### config.mk
export PLATFORM = sky130hd
export DESIGN_NAME = mul_shiftadd
export DESIGN_NICKNAME = d
export VERILOG_FILES = /design/src/rtl/mul_shiftadd.sv
export SDC_FILE = /design/constraint.sdc
export NUM_CORES = 1
export LEC_CHECK = 0
export BUFFER_PORTS_ARGS = -buffer_cell sky130_fd_sc_hd__buf_2
export CELL_PAD_IN_SITES_DETAIL_PLACEMENT = 0
export CELL_PAD_IN_SITES_GLOBAL_PLACEMENT = 1
export CORE_UTILIZATION = 46
export DETAILED_ROUTE_END_ITERATION = 16
export GPL_ROUTABILITY_DRIVEN = 0
export PLACE_DENSITY = 0.95
export SLEW_MARGIN = 20
export SYNTH_ARGS = -nofsm -noshare
export SYNTH_HDL_FRONTEND = slang
export SYNTH_SLANG_ARGS = --single-unit
### constraint.sdc
create_clock -name clk -period 6.9 [get_ports clk]
set_clock_uncertainty 0.1 [all_clocks]
set_input_delay 0.345 -clock clk [delete_from_list [all_inputs] [get_ports clk]]
set_output_delay 0.345 -clock clk [all_outputs]
set_load 0.02 [all_outputs]
### src/rtl/mul_shiftadd.sv
// Iterative shift-add multiplier: full 2*DATA_W-bit signed/unsigned product, one multiplier bit
// per cycle. Optional MUL_SHIFTADD_EARLY_EXIT_EN skips iterations once the remaining bits are zero.
module mul_shiftadd #(
    parameter int unsigned DATA_W = 32
) (
    input  logic                  clk,
    input  logic                  rst,
    input  logic                  en,
    input  logic                  sign,
    output logic                  done,
    input  logic [DATA_W-1:0]     multiplicand,
    input  logic [DATA_W-1:0]     multiplier,
    output logic [2*DATA_W-1:0]   product
);

    localparam int unsigned PcW = $clog2(DATA_W + 3) + 1;
    localparam logic [PcW-1:0] PcLastIter = PcW'(DATA_W);
    localparam logic [PcW-1:0] PcSign     = PcW'(DATA_W + 1);
    localparam logic [PcW-1:0] PcHold     = PcW'(DATA_W + 2);

    logic [2*DATA_W-1:0] p_q, p_d;
    logic [DATA_W-1:0]   mcand_q, mcand_d;
    logic                neg_q, neg_d;
    logic [PcW-1:0]      pc_q, pc_d;
    logic                done_q, done_d;

    logic [DATA_W-1:0]   a_mag, b_mag, lo, hi;
    logic [DATA_W:0]     sum;

    // Magnitudes as unsigned; the most negative value maps onto 2^(DATA_W-1) without overflow.
    assign a_mag = (sign && multiplicand[DATA_W-1]) ? -multiplicand : multiplicand;
    assign b_mag = (sign && multiplier[DATA_W-1])   ? -multiplier   : multiplier;
    assign lo    = p_q[DATA_W-1:0];
    assign hi    = p_q[2*DATA_W-1:DATA_W];
    assign sum   = {1'b0, hi} + (lo[0] ? {1'b0, mcand_q} : '0);

`ifdef MUL_SHIFTADD_EARLY_EXIT_EN
    logic [DATA_W-1:0] rem_bits;
    // Unprocessed multiplier bits are the low DATA_W+1-pc bits of lo.
    assign rem_bits = lo << (pc_q - 1'b1);
`endif

    always_comb begin
        p_d     = p_q;
        mcand_d = mcand_q;
        neg_d   = neg_q;
        pc_d    = pc_q;
        done_d  = done_q;
        if (!en) begin
            p_d    = '0;
            pc_d   = '0;
            done_d = 1'b0;
        end else if (pc_q == '0) begin
            mcand_d = a_mag;
            neg_d   = sign & (multiplicand[DATA_W-1] ^ multiplier[DATA_W-1]);
            p_d     = {{DATA_W{1'b0}}, b_mag};
            pc_d    = pc_q + 1'b1;
            done_d  = 1'b0;
        end else if (pc_q <= PcLastIter) begin
`ifdef MUL_SHIFTADD_EARLY_EXIT_EN
            if (rem_bits == '0) begin
                p_d  = p_q >> (PcSign - pc_q);
                pc_d = PcSign;
            end else begin
                p_d  = {sum, lo[DATA_W-1:1]};
                pc_d = pc_q + 1'b1;
            end
`else
            p_d  = {sum, lo[DATA_W-1:1]};
            pc_d = pc_q + 1'b1;
`endif
        end else if (pc_q == PcSign) begin
            p_d    = neg_q ? -p_q : p_q;
            done_d = 1'b1;
            pc_d   = PcHold;
        end
    end

    always_ff @(posedge clk) begin
        if (rst) begin
            p_q     <= '0;
            mcand_q <= '0;
            neg_q   <= 1'b0;
            pc_q    <= '0;
            done_q  <= 1'b0;
        end else begin
            p_q     <= p_d;
            mcand_q <= mcand_d;
            neg_q   <= neg_d;
            pc_q    <= pc_d;
            done_q  <= done_d;
        end
    end

    assign done    = done_q;
    assign product = p_q;

endmodule

==> metrics.md, run 1 <==
| Metric | Value |
|---|---|
| Setup slack at placement | 2.91 ns |
| GRT overflow | 0 |
| Clock Path Buffers | 2 |
| Least-Margin Pin Slew | 1.08 ns |
| Tmin final | a little over 4 ns |
| Fill count | around 1,800 |
| Initial antenna violation count | 0 |
| Ys flop type | dfxtp_1 |
| # IOs | 133 |
| R2R setup slack | between 2 and 3 ns |
| #FFs+latches synth | 105 |
| First-pass iteration count of the detailed router | 5 |
| Peak VDD IR | around 0.13 mV |
| Skew-Pair Late Insertion Delay | around 0.36 ns |
| CTS hold repair buffers | 0 |
| Die ar. | 0.0189 mm2 |
| Synthesized net count | ~1,200 |
| First-pass GRT wire length | ~38,000 um |
| Lkg Pwr | around 0.0039 uW |
| Chip width | ~140 um |
| Detail Route Antenna Nets | 0 |
| Worst r2r path cells | 11 |
| DR vias/cell | ~6 |
| CP max FO | 38 |
| TritonCTS Sinks | 105 |
| # Post-CTS Setup Buffers | 0 |
| Hold Crit Start | multiplicand[0] |
| Drt wl/cell | between 15 and 20 um |
| Final setup viols | 0 |
| Crit end category | register |
| Slew Viols, Final | 0 |
| Root buf cell | clkbuf_16 |
| Antenna diodes | 0 |
| Core Region | around 0.018 mm2 |
| Mapped Avg Cell Area | between 7 and 8 um2 |
| Initial Util | 47.0% |
| Die height | approximately 140 um |
| Total power | around 1500 uW |
| Sequential element share of the synthesized area | 24.9% |
| Terminus of the critical flop-to-flop path | product[61] |
| Slew HR | around 28% |
| Top-count cell post-synth | nor2_1 |
| I/O Buffers | 132 |
| Reg-to-reg startpoint | product[0] |
| Worst setup margin | approximately 2.9 ns |
| Status | finished clean |
| Placed insts | between 1,000 and 1,500 |
| Final instance area | about 0.0095 mm2 |
| Row count | 49 |
| Via Count | 8,387 |
| Top post-synthesis cells by count | nor2_1, a21oi_1, dfxtp_1, nand2_1, xnor2_1 |
| Hold Violations, Final | 0 |
| Vias in the first global route | approximately 7,300 |
| DRC viols | 0 |
| Final #Nets | between 1,000 and 1,500 |
| Post-DP Area | about 0.009 mm2 |
| Layout cells sized above 1 | 15.6% |
| Pwr dens | 161 mW/mm2 |
| Fin cells | between 1,000 and 1,500 |
| H-Tree Level Count | 3 |
| Setup TNS | 0 ns |
| Crit path required time | just over 7 ns |
| Top-area cell type share of the netlist area | about 25% |
| Kind of critical path | reg2reg |
| Fmax | ~0.25 GHz |
| Post-synth EDFFs | 0 |
| Max capacitance violation total | 0 |
| Ys async rst share | 0% |
| Post_cts resized | 0 |
| CTS tree | done |
| Starting DRC count in detailed routing | between 600 and 700 |
| CP startpoint | product[0] |
| CP Launch Type | register |
| Largest net degree at the start of global routing | 61 |
| Clk pin slew, worst setup/hold paths | approximately 0.070 ns |
| DRT Wirelength | 23,800 um |
| RSZ-0062 raised after global routing | false |
| Tot GR Track Use | approximately a quarter |
| Area delta synth->final | 12.9% |
| Num CTS Buffers | 9 |
| Mapped cell area | 0.00844 mm2 |
| Post-DP HPWL | around 18,000 um |
| Hold WC Path Type | in2reg |
| Final Cycle Share | approximately 60% |
| CP Data Arrival Time | about 4.2 ns |
| Cell taking the most area after synthesis | dfxtp_1 |
| Crit path to | product[61] |
| Cells after Synth | about 1,100 |
| Count of cell types in the netlist | slightly below 80 |
| Ys Warns | 0 |
| Area contributors post-synth | dfxtp_1, xnor2_1, xor2_1, a21oi_1, ha_1 |
final cells by class:
| class | count | area [um2] | area share, % |
|---|---|---|---|
| clock inverters | 7 | 76.3 | 0.801 |
| flip-flops and latches | 105 | 2100 | 22.1 |
| multi-input cells | 926 | 6030 | 63.3 |
| clock buffers | 9 | 225 | 2.36 |
| well taps | 229 | 287 | 3.01 |
| inverters | 22 | 82.6 | 0.867 |
| repair buffers | 140 | 721 | 7.57 |
critical path, cell delays in order (launching register included):
cell,delay [ns]
dfxtp_1,0.90
and2_1,0.23
ha_1,0.28
a2111oi_0,0.44
o21ai_1,0.21
a32oi_1,0.41
o22ai_1,0.18
o21a_1,0.27
nor3b_1,0.18
o31a_1,0.27
or4_1,0.40
o211ai_1,0.10
through the flow:
step,hold WS (ns),util (%)
floorplan,0.327,-
global placement,0.335,51.3
detailed placement,0.343,51.3
CTS,0.167,53.0
global route,0.197,53.0
finish,0.177,53.0
cell usage in the layout, fill, tap and decap left out, types with 6 or more instances in the layout:
master,count
a211oi_1,33
a21o_1,12
a21oi_1,104
a31oi_1,13
and2_1,39
and3_1,6
buf_2,132
buf_4,8
clkbuf_16,9
dfxtp_1,105
ha_1,38
inv_1,22
nand2_1,99
nand2b_1,9
nand3_1,22
nor2_1,111
nor3_1,31
nor3b_1,7
nor4_1,10
o211ai_1,31
o21ai_0,73
o22ai_1,17
o31ai_1,15
o41ai_1,6
or3_1,14
or4_1,7
xnor2_1,74
xor2_1,66
cell families (layout without fill, tap and decap cells):
family	count (synthesis)	after routing	synth area share, %
buffers and inverters	83	178	3.81
DFF	105	105	24.9
and+or+nand+nor	398	398	24.4
adders and majority gates	39	39	5.87
AOI/OAI and AO/OA	349	349	26.5
xor gates and xnor gates	140	140	14.5
state kept, by name, summed over array words and instances, names as in the netlist:
name     flops
done         1
mcand_q     32
neg_q        1
pc_q         7
product     64
power by group:
group | internal (uW) | switching, uW | total, uW
Combinational | 132 | 194 | 326
Sequential | 635 | 32.0 | 667
Clock | 284 | 253 | 537
Total | 1050 | 479 | 1530
per-layer routing:
metal  vias to the layer above  GRT usage [%]  share of wire [%]  wire (um)
li1                       4239              -                  -          -
met2                       249           38.4                 43      10300
met1                      3873           37.6                 49      11800
met3                        26           3.09                5.6       1340
met5                         -              0                  0          0
met4                         0           8.18                1.8        432
worst min path at each step:
stage / endpoint / slack (ns) / cells after the start
floorplan: mcand_q[26] / 0.33 / 2
global placement: mcand_q[26] / 0.34 / 2
detailed placement: mcand_q[30] / 0.34 / 2
CTS: mcand_q[0] / 0.17 / 3
global route: mcand_q[0] / 0.20 / 3
finish: mcand_q[0] / 0.18 / 3
No activity file was read; power rests on OpenSTA's default activity.
==> run 2: changes to the inputs <==
--- a/config.mk
+++ b/config.mk
@@ -8,10 +8,10 @@
 export BUFFER_PORTS_ARGS = -buffer_cell sky130_fd_sc_hd__buf_2
 export CELL_PAD_IN_SITES_DETAIL_PLACEMENT = 0
 export CELL_PAD_IN_SITES_GLOBAL_PLACEMENT = 1
-export CORE_UTILIZATION = 46
+export CORE_UTILIZATION = 38
 export DETAILED_ROUTE_END_ITERATION = 16
 export GPL_ROUTABILITY_DRIVEN = 0
-export PLACE_DENSITY = 0.95
+export PLACE_DENSITY = 0.88
 export SLEW_MARGIN = 20
 export SYNTH_ARGS = -nofsm -noshare
 export SYNTH_HDL_FRONTEND = slang
==> constraint.sdc (replaced) <==
create_clock -name clk -period 3.4 [get_ports clk]
set_clock_uncertainty 0.1 [all_clocks]
set_input_delay 0.17 -clock clk [delete_from_list [all_inputs] [get_ports clk]]
set_output_delay 0.17 -clock clk [all_outputs]
set_load 0.02 [all_outputs]
==> metrics.md, run 2 (synthesis gave the netlist of run 1 again) <==
| Metric | Value |
|---|---|
| Status | finished clean |
| Largest net degree at the start of global routing | just over 60 |
| Placed insts | approximately 1,500 |
| Root buf cell | clkbuf_16 |
| Die ar. | approximately 0.023 mm2 |
| Vias in the first global route | a little under 8,000 |
| Drt wl/cell | roughly 17 um |
| Layout cells sized above 1 | 19.1% |
| Final #Nets | around 1,400 |
| H-Tree Level Count | 3 |
| Hold WC Path Type | in2reg |
| DR vias/cell | 5.61 |
| First-pass GRT wire length | about 41,000 um |
| Worst setup margin | 0.121 ns |
| Max capacitance violation total | 0 |
| Post-DP HPWL | between 15,000 and 20,000 um |
| CTS tree | done |
| Least-Margin Pin Slew | 0.753 ns |
| Peak VDD IR | 0.238 mV |
| Setup TNS | 0 ns |
| Terminus of the critical flop-to-flop path | product[61] |
| Detail Route Antenna Nets | 0 |
| Final core occ | a little under half |
| Num CTS Buffers | 9 |
| Area delta synth->final | 17.8% |
| Total power | roughly 3100 uW |
| Initial Util | around two fifths |
| # IOs | 133 |
| Slowest-stage cell, CP | fa_2 |
| Clk pin slew, worst setup/hold paths | roughly 0.080 ns |
| Skew-Pair Late Insertion Delay | 0.36 ns |
| Most frequent cells in the layout | buf_2, nor2_1, a21oi_1, dfxtp_1, nand2_1 |
| Worst path cell trace | and2_4 -> ha_2 -> fa_2 -> a211oi_4 -> o21ai_2 -> a32oi_2 -> o22ai_2 -> o21a_1 -> nor3b_2 -> o31a_1 -> or4_1 -> o211ai_1 |
| Chip width | 151 um |
| Tot GR Track Use | roughly 22% |
| Pwr dens | just over 300 mW/mm2 |
| Fill count | 2,255 |
| Core Region | 0.0218 mm2 |
| R2R setup slack | roughly 0.12 ns |
| Final setup viols | 0 |
| Tmin final | 3.28 ns |
| Slew HR | ~50% |
| CP Launch Type | register |
| Fin cells | roughly 1,500 |
| Crit path to | product[61] |
| Commonest non-fill, non-tap cell in the layout | buf_2 |
| CP Data Arrival Time | 3.46 ns |
| Fmax | between 0.3 and 0.4 GHz |
| TritonCTS Sinks | roughly 110 |
| Starting DRC count in detailed routing | about 570 |
| Final Cycle Share | 96.4% |
| Crit end category | register |
| Clock Path Buffers | 2 |
| Max reg flops | 64 |
| Reg-to-reg startpoint | product[0] |
| DRC viols | 0 |
| Setup slack at placement | slightly below 0.03 ns |
| Slew Viols, Final | 0 |
| CP startpoint | product[0] |
| First-pass iteration count of the detailed router | 5 |
| I/O Buffers | ~130 |
| Die height | ~150 um |
| DRT Wirelength | between 20,000 and 30,000 um |
| Lkg Pwr | a little over 0.004 uW |
| Crit path required time | approximately 3.6 ns |
| Area of the multi-input gates | 0.00610 mm2 |
| Initial antenna violation count | 1 |
| CTS hold repair buffers | 0 |
| GRT overflow | 0 |
| Worst r2r path cells | 12 |
| CP max stage delay | between 0.4 and 0.5 ns |
| FF/Latch Area | 0.00211 mm2 |
| Row count | 54 |
| Antenna diodes | 0 |
| Via Count | about 8,600 |
| Worst Hold Path Cells | 3 |
| Kind of critical path | reg2reg |
| Hold Violations, Final | 0 |
| CP max FO | 6 |
## run 2: how the worst min path moves through the flow
| stage | from | to | slack (ns) |
|---|---|---|---|
| after global placement | mcand_q[26] | mcand_q[26] | 0.34 |
| after floorplan | multiplicand[0] | mcand_q[0] | 0.21 |
| after CTS | multiplicand[1] | mcand_q[1] | 0.003 |
| final | multiplicand[1] | mcand_q[1] | 0.01 |
| after global routing | multiplicand[31] | mcand_q[31] | 0.01 |
| after detailed placement | mcand_q[0] | mcand_q[0] | 0.34 |
## run 2: what timing repair did
action	4_1_cts	5_1_grt
pin swaps	1	4
cloned	0	0
setup buffers	0	4
hold endpoints to repair	0	0
setup endpoints to repair	1	5
gates resized for setup	0	12
## run 2: critical path: cells and delay by family (launching register included)
family / cells / cell delay [ns]
flops: 1 / 0.37
compound gates: 7 / 1.44
fa+ha+maj: 2 / 0.59
simple gates: 3 / 0.71
## run 2: area by class of cell
class | count | area share (%)
Clock inverter | 5 | 0.491
Timing Repair Buffer | 179 | 10.2
Sequential cell | 105 | 21.2
Inverter | 22 | 0.831
Clock buffer | 11 | 2.44
Tap cell | 280 | 3.52
Multi-Input combinational cell | 926 | 61.4
## run 2: layer usage
layer | part of all wire [%] | GRT usage (%) | wire (um)
met5 | 0.052 | 0 | 13
met4 | 1.3 | 5.30 | 320
met3 | 5.9 | 3.92 | 1480
met2 | 45 | 36.9 | 11400
met1 | 48 | 29.8 | 12000
## run 2: metrics by stage
step | cell area, um2 | hold WS, ns
after floorplan | 8470 | 0.206
after global placement | 9570 | 0.339
after detailed placement | 9570 | 0.345
after CTS | 9860 | 0.00329
after global routing | 9940 | 0.0142
final | 9940 | 0.0150
## run 2: power breakdown
part	total, uW	switching, uW	leakage, uW	internal (uW)
Clock	1050	520	0.000144	533
Combinational	687	403	0.00313	284
Sequential	1350	59.8	0.000859	1290
